File: config.mk
export PLATFORM = sky130hd
export DESIGN_NAME = uart_rx_cfg
export DESIGN_NICKNAME = d
export VERILOG_FILES = /design/src/rtl/uart_pkg.sv /design/src/rtl/uart_baud_tick.sv /design/src/rtl/uart_rx_cfg.sv
export SDC_FILE = /design/constraint.sdc
export NUM_CORES = 1
export LEC_CHECK = 0
export ABC_AREA = 1
export CAP_MARGIN = 20
export CORE_ASPECT_RATIO = 0.9
export CORE_UTILIZATION = 50
export CTS_BUF_LIST = sky130_fd_sc_hd__clkbuf_16
export CTS_CLUSTER_SIZE = 30
export DETAILED_ROUTE_END_ITERATION = 12
export GPL_ROUTABILITY_DRIVEN = 0
export GPL_TIMING_DRIVEN = 1
export PLACE_DENSITY = 0.79
export SLEW_MARGIN = 0
export SYNTH_ARGS = -nofsm -noshare
export SYNTH_HDL_FRONTEND = slang
export SYNTH_SLANG_ARGS = --single-unit
File: constraint.sdc
create_clock -name clk -period 2.2 [get_ports clk]
set_input_delay 0.44 -clock clk [delete_from_list [all_inputs] [get_ports clk]]
set_output_delay 0.44 -clock clk [all_outputs]
set_load 0.05 [all_outputs]
File: src/rtl/uart_pkg.sv
// uart_pkg: shared UART receiver types, defaults and parity helper
package uart_pkg;
    typedef enum logic [2:0] {RX_IDLE, RX_START, RX_DATA, RX_PARITY, RX_STOP, RX_STOP2} rx_state_e;
    localparam int UART_OVS_DEFAULT = 16;
    function automatic logic par_calc(input logic [8:0] data, input logic odd);
        return ^data ^ odd;
    endfunction
endpackage

File: src/rtl/uart_baud_tick.sv
// uart_baud_tick: free-running divider producing a one-clk tick every i_div+1 clocks
module uart_baud_tick #(
    parameter int DIV_W = 16
) (
    input  logic             clk,
    input  logic             rstn,
    input  logic [DIV_W-1:0] i_div,
    output logic             o_tick
);
    logic [DIV_W-1:0] cnt;
    assign o_tick = cnt == i_div;
    always_ff @(posedge clk)
        cnt <= (!rstn || o_tick) ? '0 : cnt + 1'b1;
endmodule

File: src/rtl/uart_rx_cfg.sv
// uart_rx_cfg: oversampled UART receiver with majority vote, parity/framing checks and a one-word holding register
module uart_rx_cfg
    import uart_pkg::*;
#(
    parameter int DLEN        = 8,
    parameter int OVS         = UART_OVS_DEFAULT,
    parameter int DIV_W       = 16,
    parameter int SYNC_STAGES = 2
) (
    input  logic             clk,
    input  logic             rstn,
    input  logic             i_rxs,
    input  logic [DIV_W-1:0] i_div,
    input  logic             i_par_en,
    input  logic             i_par_odd,
    input  logic             i_stop2,
    output logic             o_rvalid,
    input  logic             i_rready,
    output logic [DLEN-1:0]  o_rdata,
    output logic             o_perr,
    output logic             o_ferr,
    output logic             o_ovf
);
    localparam int SW = $clog2(OVS);
    localparam int BW = $clog2(DLEN);
    localparam logic [SW-1:0] S_M0 = SW'(OVS/2-1);
    localparam logic [SW-1:0] S_M1 = SW'(OVS/2);
    localparam logic [SW-1:0] S_M2 = SW'(OVS/2+1);
    localparam logic [SW-1:0] S_END = SW'(OVS-1);

    logic [SYNC_STAGES-1:0] sync;
    logic                   rxs_s, tick, maj, s_a, s_b, at_maj, at_end, commit;
    logic                   par_en, par_odd, stop2, perr_q, ferr_q;
    logic [SW-1:0]          scnt;
    logic [BW-1:0]          bcnt;
    logic [DLEN-1:0]        shreg;
    rx_state_e              state;

    uart_baud_tick #(.DIV_W(DIV_W)) u_tick (
        .clk(clk),
        .rstn(rstn),
        .i_div(i_div),
        .o_tick(tick)
    );

    always_ff @(posedge clk)
        sync <= !rstn ? '1 : {sync[SYNC_STAGES-2:0], i_rxs};

    assign rxs_s  = sync[SYNC_STAGES-1];
    assign maj    = (s_a & s_b) | (s_a & rxs_s) | (s_b & rxs_s);
    assign at_maj = tick && scnt == S_M2;
    assign at_end = tick && scnt == S_END;
    // the last stop bit commits at its centre so the next start edge is never missed
    assign commit = at_maj && ((state == RX_STOP && !stop2) || state == RX_STOP2);

    always_ff @(posedge clk) begin
        if (!rstn) begin
            state    <= RX_IDLE;
            scnt     <= '0;
            bcnt     <= '0;
            shreg    <= '0;
            s_a      <= 1'b0;
            s_b      <= 1'b0;
            par_en   <= 1'b0;
            par_odd  <= 1'b0;
            stop2    <= 1'b0;
            perr_q   <= 1'b0;
            ferr_q   <= 1'b0;
            o_rvalid <= 1'b0;
            o_rdata  <= '0;
            o_perr   <= 1'b0;
            o_ferr   <= 1'b0;
            o_ovf    <= 1'b0;
        end else begin
            if (tick && state != RX_IDLE) begin
                scnt <= scnt == S_END ? '0 : scnt + 1'b1;
                if (scnt == S_M0) s_a <= rxs_s;
                if (scnt == S_M1) s_b <= rxs_s;
            end
            case (state)
                RX_IDLE: if (tick && !rxs_s) begin
                    state   <= RX_START;
                    scnt    <= '0;
                    bcnt    <= '0;
                    par_en  <= i_par_en;
                    par_odd <= i_par_odd;
                    stop2   <= i_stop2;
                    perr_q  <= 1'b0;
                    ferr_q  <= 1'b0;
                end
                RX_START: if (at_maj && maj) state <= RX_IDLE;
                          else if (at_end) state <= RX_DATA;
                RX_DATA: begin
                    if (at_maj) shreg <= {maj, shreg[DLEN-1:1]};
                    if (at_end) begin
                        bcnt <= bcnt + 1'b1;
                        if (bcnt == BW'(DLEN-1)) state <= par_en ? RX_PARITY : RX_STOP;
                    end
                end
                RX_PARITY: begin
                    if (at_maj) perr_q <= par_calc(9'(shreg), par_odd) ^ maj;
                    if (at_end) state <= RX_STOP;
                end
                RX_STOP: begin
                    if (at_maj) ferr_q <= ferr_q | !maj;
                    if (commit) state <= RX_IDLE;
                    else if (at_end) state <= RX_STOP2;
                end
                RX_STOP2: if (commit) state <= RX_IDLE;
                default: state <= RX_IDLE;
            endcase
            o_ovf <= commit && o_rvalid && !i_rready;
            if (commit && (!o_rvalid || i_rready)) begin
                o_rvalid <= 1'b1;
                o_rdata  <= shreg;
                o_perr   <= perr_q;
                o_ferr   <= ferr_q | !maj;
            end else if (i_rready) begin
                o_rvalid <= 1'b0;
            end
        end
    end
endmodule

==> run_results.csv, run 1 <==
group,metric,value,unit
sta,post-route-period-util,93.3,%
power_and_ir_drop,seqPwrFrac,44.8,%
grt,grt_max_degree,20,
grt,antenna_found_initial,0,
grt,grt_pass1_wl,10400,um
worst_setup_path,path_max_fanout,5,
route,drc,0,
sta,finalCriticalPeriod,2050,ps
logic_synthesis,synthDistinctLibCells,38,
route,wl_per_cell,11.4,um
clock_tree,cts_sinks,55,
power_and_ir_drop,p_leak,1.57,nW
job,cap_violations,0,
worst_hold_path,hold_end,"sync[1]",
logic_synthesis,synthCells,406,
sta,rsz0062_at_grt,"false",
clock_tree,clk_pin_slew,80,ps
clock_tree,root_buffer,"clkbuf_16",
final_layout,antenna_cells,0,
grt,gr-total-overflow,0,
logic_synthesis,async_reset_ff_share,0,%
sta,slew_headroom,62.7,%
worst_hold_path,hold_path.class,"flop to flop",
floorplan,die_w,81.8,um
placed_design,placed_area,3360,sq um
worst_hold_path,hold_start,"sync[0]",
clock_tree,htreeDepth,2,
power_and_ir_drop,p_comb_share,20.7,%
worst_setup_path,arrival,2240,ps
route,vias,2628,
floorplan,core_area,5380,sq um
power_and_ir_drop,p_sw,724,uW
route,first_pass_iters,4,
sta,clock_skew,7.46,ps
logic_synthesis,yosysSeqAreaShare,38.4,%
grt,grt_pass1_vias,2441,
sta,fmax,487,MHz
power_and_ir_drop,p_sw_share,30.4,%
final_layout,final_cells,521,
worst_setup_path,cp.required,2390,ps
worst_setup_path,r2r_cells,8,
sta,hold_viol,0,
placed_design,placed_cells,513,
logic_synthesis,ys_ff_latch,55,
floorplan,fp.dieArea,6050,sq um
logic_synthesis,synth_fp_nets,435,
floorplan,io_pins,35,
final_layout,fin_area,3520,sq um
power_and_ir_drop,power.clock.fraction,34.6,%
floorplan,die_height,73.9,um
route,via_per_inst,5.04,
placed_design,post-place-ws,-177,ps
power_and_ir_drop,powerDensity,677,nW/um^2
route,wl,5930,um
logic_synthesis,syn_area,2870,sq um
worst_setup_path,worst-setup-path-type,"primary input to flop",
status,status,"finished clean",
power_and_ir_drop,intPower,1.66,mW
final_layout,nNetsFinal,482,
clock_tree,cts_tree,"yes",
logic_synthesis,synth-edff-count,0,
worst_setup_path,start_kind,"primary input",
worst_setup_path,reg2reg_slack,260,ps
power_and_ir_drop,ir_worst_vdd,0.000727,V
grt,grt_use_total,22.2,%
worst_setup_path,r2r_end,"u_tick.cnt[14]",
placed_design,io_buffers,34,
sta,setup_viol,0,
sta,worstMarginPinSlew,557,ps
clock_tree,clk-insertion-delay-late,290,ps
worst_setup_path,critPathCaptureType,"flop",
clock_tree,cts_made_buffers,5,
sta,slew_violations,0,
route,detail-route-antenna-nets,0,
logic_synthesis,avgSynthCellArea,7.07,sq um
final_layout,area_growth,22.5,%
placed_design,dp_hpwl,4520,um
worst_hold_path,hold_depth,1,
sta,fin_ws,147,ps
clock_tree,clk_path_buf_depth,2,
floorplan,rows,25,
logic_synthesis,ys_warn_count,0,
route,drt-initial-drc-count,89,
final_layout,n_fill_cell,476,
clock_tree,cts_setup_buffers,0,
final_layout,layout-drive-gt1-share,12.1,%
worst_setup_path,r2r-start,"u_tick.cnt[0]",
floorplan,initial_core_util,53.3,%
sta,holdWs,419,ps
logic_synthesis,ys.flop_type,"dfxtp_1",
[how the worst max path moves through the flow]
stage                     startpoint        to  slack, ps
after global placement      i_div[2]  state[2]       -130
final                      i_div[15]   bcnt[0]        150
after detailed placement    i_div[2]  state[1]       -180
after global routing        i_div[0]   bcnt[2]          1
after floorplan            i_div[14]       s_a        520
after CTS                   i_div[2]  state[1]        120
[routing by layer]
layer / global-route usage (%) / wire length [um] / part of all wire [%] / vias to the layer above
met5: 0 / 0 / 0 / -
met4: 6.63 / 93 / 1.6 / 0
met3: 3.85 / 205 / 3.5 / 10
met2: 36.6 / 2690 / 45 / 36
met1: 29.5 / 2940 / 50 / 1202
li1: - / - / - / 1380
[synth_stat cells, types with 2 or more instances]
library cell,n,area [sq um]
a211oi_1,2,15.0
a21boi_0,2,15.0
a21oi_1,24,120
clkbuf_1,2,7.51
dfxtp_1,55,1100
ha_1,6,75.1
inv_1,48,180
inv_2,11,41.3
nand2_1,75,282
nand2_2,2,12.5
nand3_1,14,70.1
nand3_2,3,30.0
nand4_1,7,43.8
nor2_1,73,274
nor2_2,2,12.5
nor2_4,3,33.8
nor3_1,5,25.0
nor3_2,2,20.0
o21a_1,2,15.0
o21ai_0,21,105
o21ai_1,10,50.1
o21ai_2,2,17.5
or2_2,2,12.5
xnor2_1,6,52.6
xor2_1,14,123
[critical path, stage by stage]
cell             delay, ps
clkdlybuf4s50_1        410
xor2_1                 170
nor2_1                 170
nand2_1                110
nor2_4                 220
nand2_4                 90
clkinv_2                70
nand2_1                 40
nand2_1                 90
nand2_2                 70
inv_2                   80
o21ai_2                 80
a21oi_1                140
nor2_1                  50
[layout by cell type (no fill, tap or decap), types with 5 or more instances in the layout]
master           instances
nand3_1                 14
xnor2_1                  6
ha_1                     6
nand2_1                 75
a21oi_1                 24
clkbuf_16                5
nand4_1                  7
xor2_1                  14
clkdlybuf4s50_1         34
o21ai_0                 20
inv_1                   48
nor2_1                  71
o21ai_1                 11
dfxtp_1                 55
inv_2                   11
buf_4                   10
nor3_1                   5
[kinds of logic (layout without fill, tap and decap cells)]
logic type                 after synthesis  count (layout)  synth area share (%)
xor gates and xnor gates                20              20                  6.11
adders and majority gates                6               6                  2.62
buffers and inverters                   66             114                  9.11
AOI/OAI and AO/OA                       65              65                  12.6
and+or+nand+nor                        194             194                  31.1
DFF                                     55              55                  38.4
[area by class of cell]
cell class	instances	area, sq um	share of cell area [%]
timing repair buffer	45	435	12.4
clock buffer	5	125	3.56
sequential	55	1100	31.3
clock inverter	3	28.8	0.819
inverter	61	230	6.55
multi-input combinational	285	1510	43.0
tap	67	83.8	2.38
[repair_timing]
item | CTS | global route
setup endpoints to repair | 0 | 8
resized for setup | 0 | 3
hold buffers | 0 | 0
[power by group through the flow]
| stage | Combinational [mW] | Sequential, mW | Clock [mW] |
|---|---|---|---|
| final | 0.492 | 1.07 | 0.823 |
| after global routing | 0.571 | 1.07 | 0.873 |
| after CTS | 0.485 | 1.06 | 0.833 |
| after detailed placement | 0.480 | 1.09 | 0 |
| after global placement | 0.470 | 1.09 | 0 |
| after floorplan | 0.359 | 1.08 | 0 |
[state kept, by name (all words and copies together), names as in the netlist, 2 cells and up]
| register | flops |
|---|---|
| sync | 2 |
| o_rdata | 8 |
| shreg | 8 |
| bcnt | 3 |
| u_tick.cnt | 16 |
| state | 3 |
| scnt | 4 |
[per-stage QoR]
stage                     util, %  power [mW]  TNS, ps
after floorplan                 -        1.44        0
after global placement       62.4        1.56    -1950
after detailed placement     62.4        1.57    -2770
after CTS                    65.3        2.38        0
after global routing         65.3        2.51        0
final                        65.3        2.38        0
Note: power is estimated with default switching activity, not from simulation.
==> run 2: changes to the inputs <==
- MAX_ROUTING_LAYER: unset -> met4
==> run_results.csv, run 2 (synthesized netlist as in run 1, its figures left out) <==
group,metric,value,unit
grt,grt_pass1_vias,2441,
clock_tree,cts_sinks,55,
final_layout,most-common-layout-cells,"nand2_1, nor2_1, dfxtp_1",
placed_design,io_buffers,34,
sta,fmax,487,MHz
floorplan,core_area,5380,sq um
final_layout,area_growth,22.5,%
floorplan,die_w,81.8,um
sta,post-route-period-util,93.3,%
clock_tree,cts_resized,0,
sta,rsz0062_at_grt,"false",
worst_setup_path,crit_path_max_incr_delay,410,ps
worst_hold_path,hold_depth,1,
route,wl,5920,um
grt,grt_pass1_wl,10400,um
final_layout,seq_area,1100,sq um
clock_tree,cts_made_buffers,5,
clock_tree,cts_setup_buffers,0,
floorplan,initial_core_util,53.3,%
worst_setup_path,crit_slowest_cell,"clkdlybuf4s50_1",
final_layout,n_fill_cell,476,
clock_tree,cts_tree,"yes",
final_layout,antenna_cells,0,
grt,gr-total-overflow,0,
floorplan,fp.dieArea,6050,sq um
route,wl_per_cell,11.4,um
worst_setup_path,endpoint,"bcnt[0]",
sta,hold_viol,0,
worst_setup_path,crit_path_start,"i_div[15]",
worst_setup_path,path_max_fanout,5,
worst_setup_path,reg2reg_slack,260,ps
placed_design,placed_cells,513,
clock_tree,clk_pin_slew,80,ps
clock_tree,htreeDepth,2,
final_layout,regMostFlops,"u_tick.cnt",
sta,slew_violations,0,
floorplan,die_height,73.9,um
final_layout,layout-drive-gt1-share,12.1,%
status,status,"finished clean",
route,first_pass_iters,4,
route,via_per_inst,5.05,
worst_setup_path,path_common_cell,"nand2_1",
worst_setup_path,cp.required,2390,ps
route,vias,2631,
grt,grt_use_total,22.9,%
final_layout,largest_reg_flops,16,
worst_setup_path,crit_path_cell_trace,"clkdlybuf4s50_1 -> xor2_1 -> nor2_1 -> nand2_1 -> nor2_4 -> nand2_4 -> clkinv_2 -> nand2_1 -> nand2_1 -> nand2_2 -> inv_2 -> o21ai_2 -> a21oi_1 -> nor2_1",
worst_setup_path,r2r_end,"u_tick.cnt[14]",
worst_setup_path,worst-setup-path-type,"primary input to flop",
sta,final.setup.tns,0,ps
worst_setup_path,r2r-start,"u_tick.cnt[0]",
sta,clock_skew,7.96,ps
sta,setup_viol,0,
power_and_ir_drop,p_leak,1.57,nW
final_layout,multiInputGateArea,1510,sq um
grt,antenna_found_initial,0,
final_layout,layout_commonest_cell,"nand2_1",
worst_setup_path,critPathCaptureType,"flop",
final_layout,final_cells,521,
clock_tree,clk-insertion-delay-late,290,ps
sta,worstMarginPinSlew,556,ps
clock_tree,root_buffer,"clkbuf_16",
power_and_ir_drop,powerDensity,676,nW/um^2
final_layout,nNetsFinal,482,
job,cap_violations,0,
floorplan,io_pins,35,
route,drt-initial-drc-count,80,
route,detail-route-antenna-nets,0,
power_and_ir_drop,ir_worst_vdd,0.000726,V
route,drc,0,
grt,grt_max_degree,20,
worst_setup_path,arrival,2240,ps
sta,slew_headroom,62.8,%
floorplan,rows,25,
final_layout,largestRegisters,"u_tick.cnt x16, o_rdata x8, shreg x8",
sta,finalCriticalPeriod,2050,ps
placed_design,dp_hpwl,4520,um
worst_hold_path,hold_path.class,"flop to flop",
worst_setup_path,start_kind,"primary input",
clock_tree,cts_hold_buf,0,
clock_tree,clk_path_buf_depth,2,
worst_setup_path,r2r_cells,8,
==> run 2: cell counts in the layout (fill, tap and decap cells not counted) <==
Identical to the previous run, type by type.
==> run 2: area by class of cell <==
class,instances,area share (%)
Tap cell,67,2.38
Multi-Input combinational cell,285,43.0
Inverter,61,6.55
Timing Repair Buffer,45,12.4
Clock buffer,5,3.56
Clock inverter,3,0.819
Sequential cell,55,31.3
==> run 2: worst min path at each step <==
stage | from | end | slack (ps)
final | sync[0] | sync[1] | 420
after global routing | sync[0] | sync[1] | 450
after CTS | sync[0] | sync[1] | 420
after detailed placement | sync[0] | sync[1] | 400
after global placement | sync[0] | sync[1] | 400
after floorplan | sync[0] | sync[1] | 390
==> run 2: report_power, final <==
group / switching [mW] / internal (mW) / total, mW
logic: 0.300 / 0.192 / 0.492
clock network: 0.384 / 0.435 / 0.819
registers: 0.0344 / 1.03 / 1.07
==> run 2: worst max-delay path, delay by kind of cell <==
family | cells | cell delay, ps
AOI/OAI and AO/OA | 2 | 220
xor gates and xnor gates | 1 | 170
buffers and inverters | 3 | 560
and+or+nand+nor | 8 | 840
==> run 2: through the flow <==
step	utilization, %	cell area [sq um]	setup WS [ps]	power [mW]	hold slack (ps)
CTS	65.3	3510	124	2.38	419
finish	65.3	3520	148	2.38	419
detailed placement	62.4	3360	-177	1.57	401
floorplan	-	2870	516	1.44	393
global route	65.3	3520	1.02	2.51	447
global placement	62.4	3360	-135	1.56	396
==> run 2: metal layers <==
metal	global-route usage, %	wire length [um]	up-vias	share of wire (%)
met2	36.7	2670	34	45
met4	6.63	93	0	1.6
met1	29.4	2960	1208	50
met5	-	0	-	0
li1	-	-	1379	-
met3	3.85	192	10	3.2
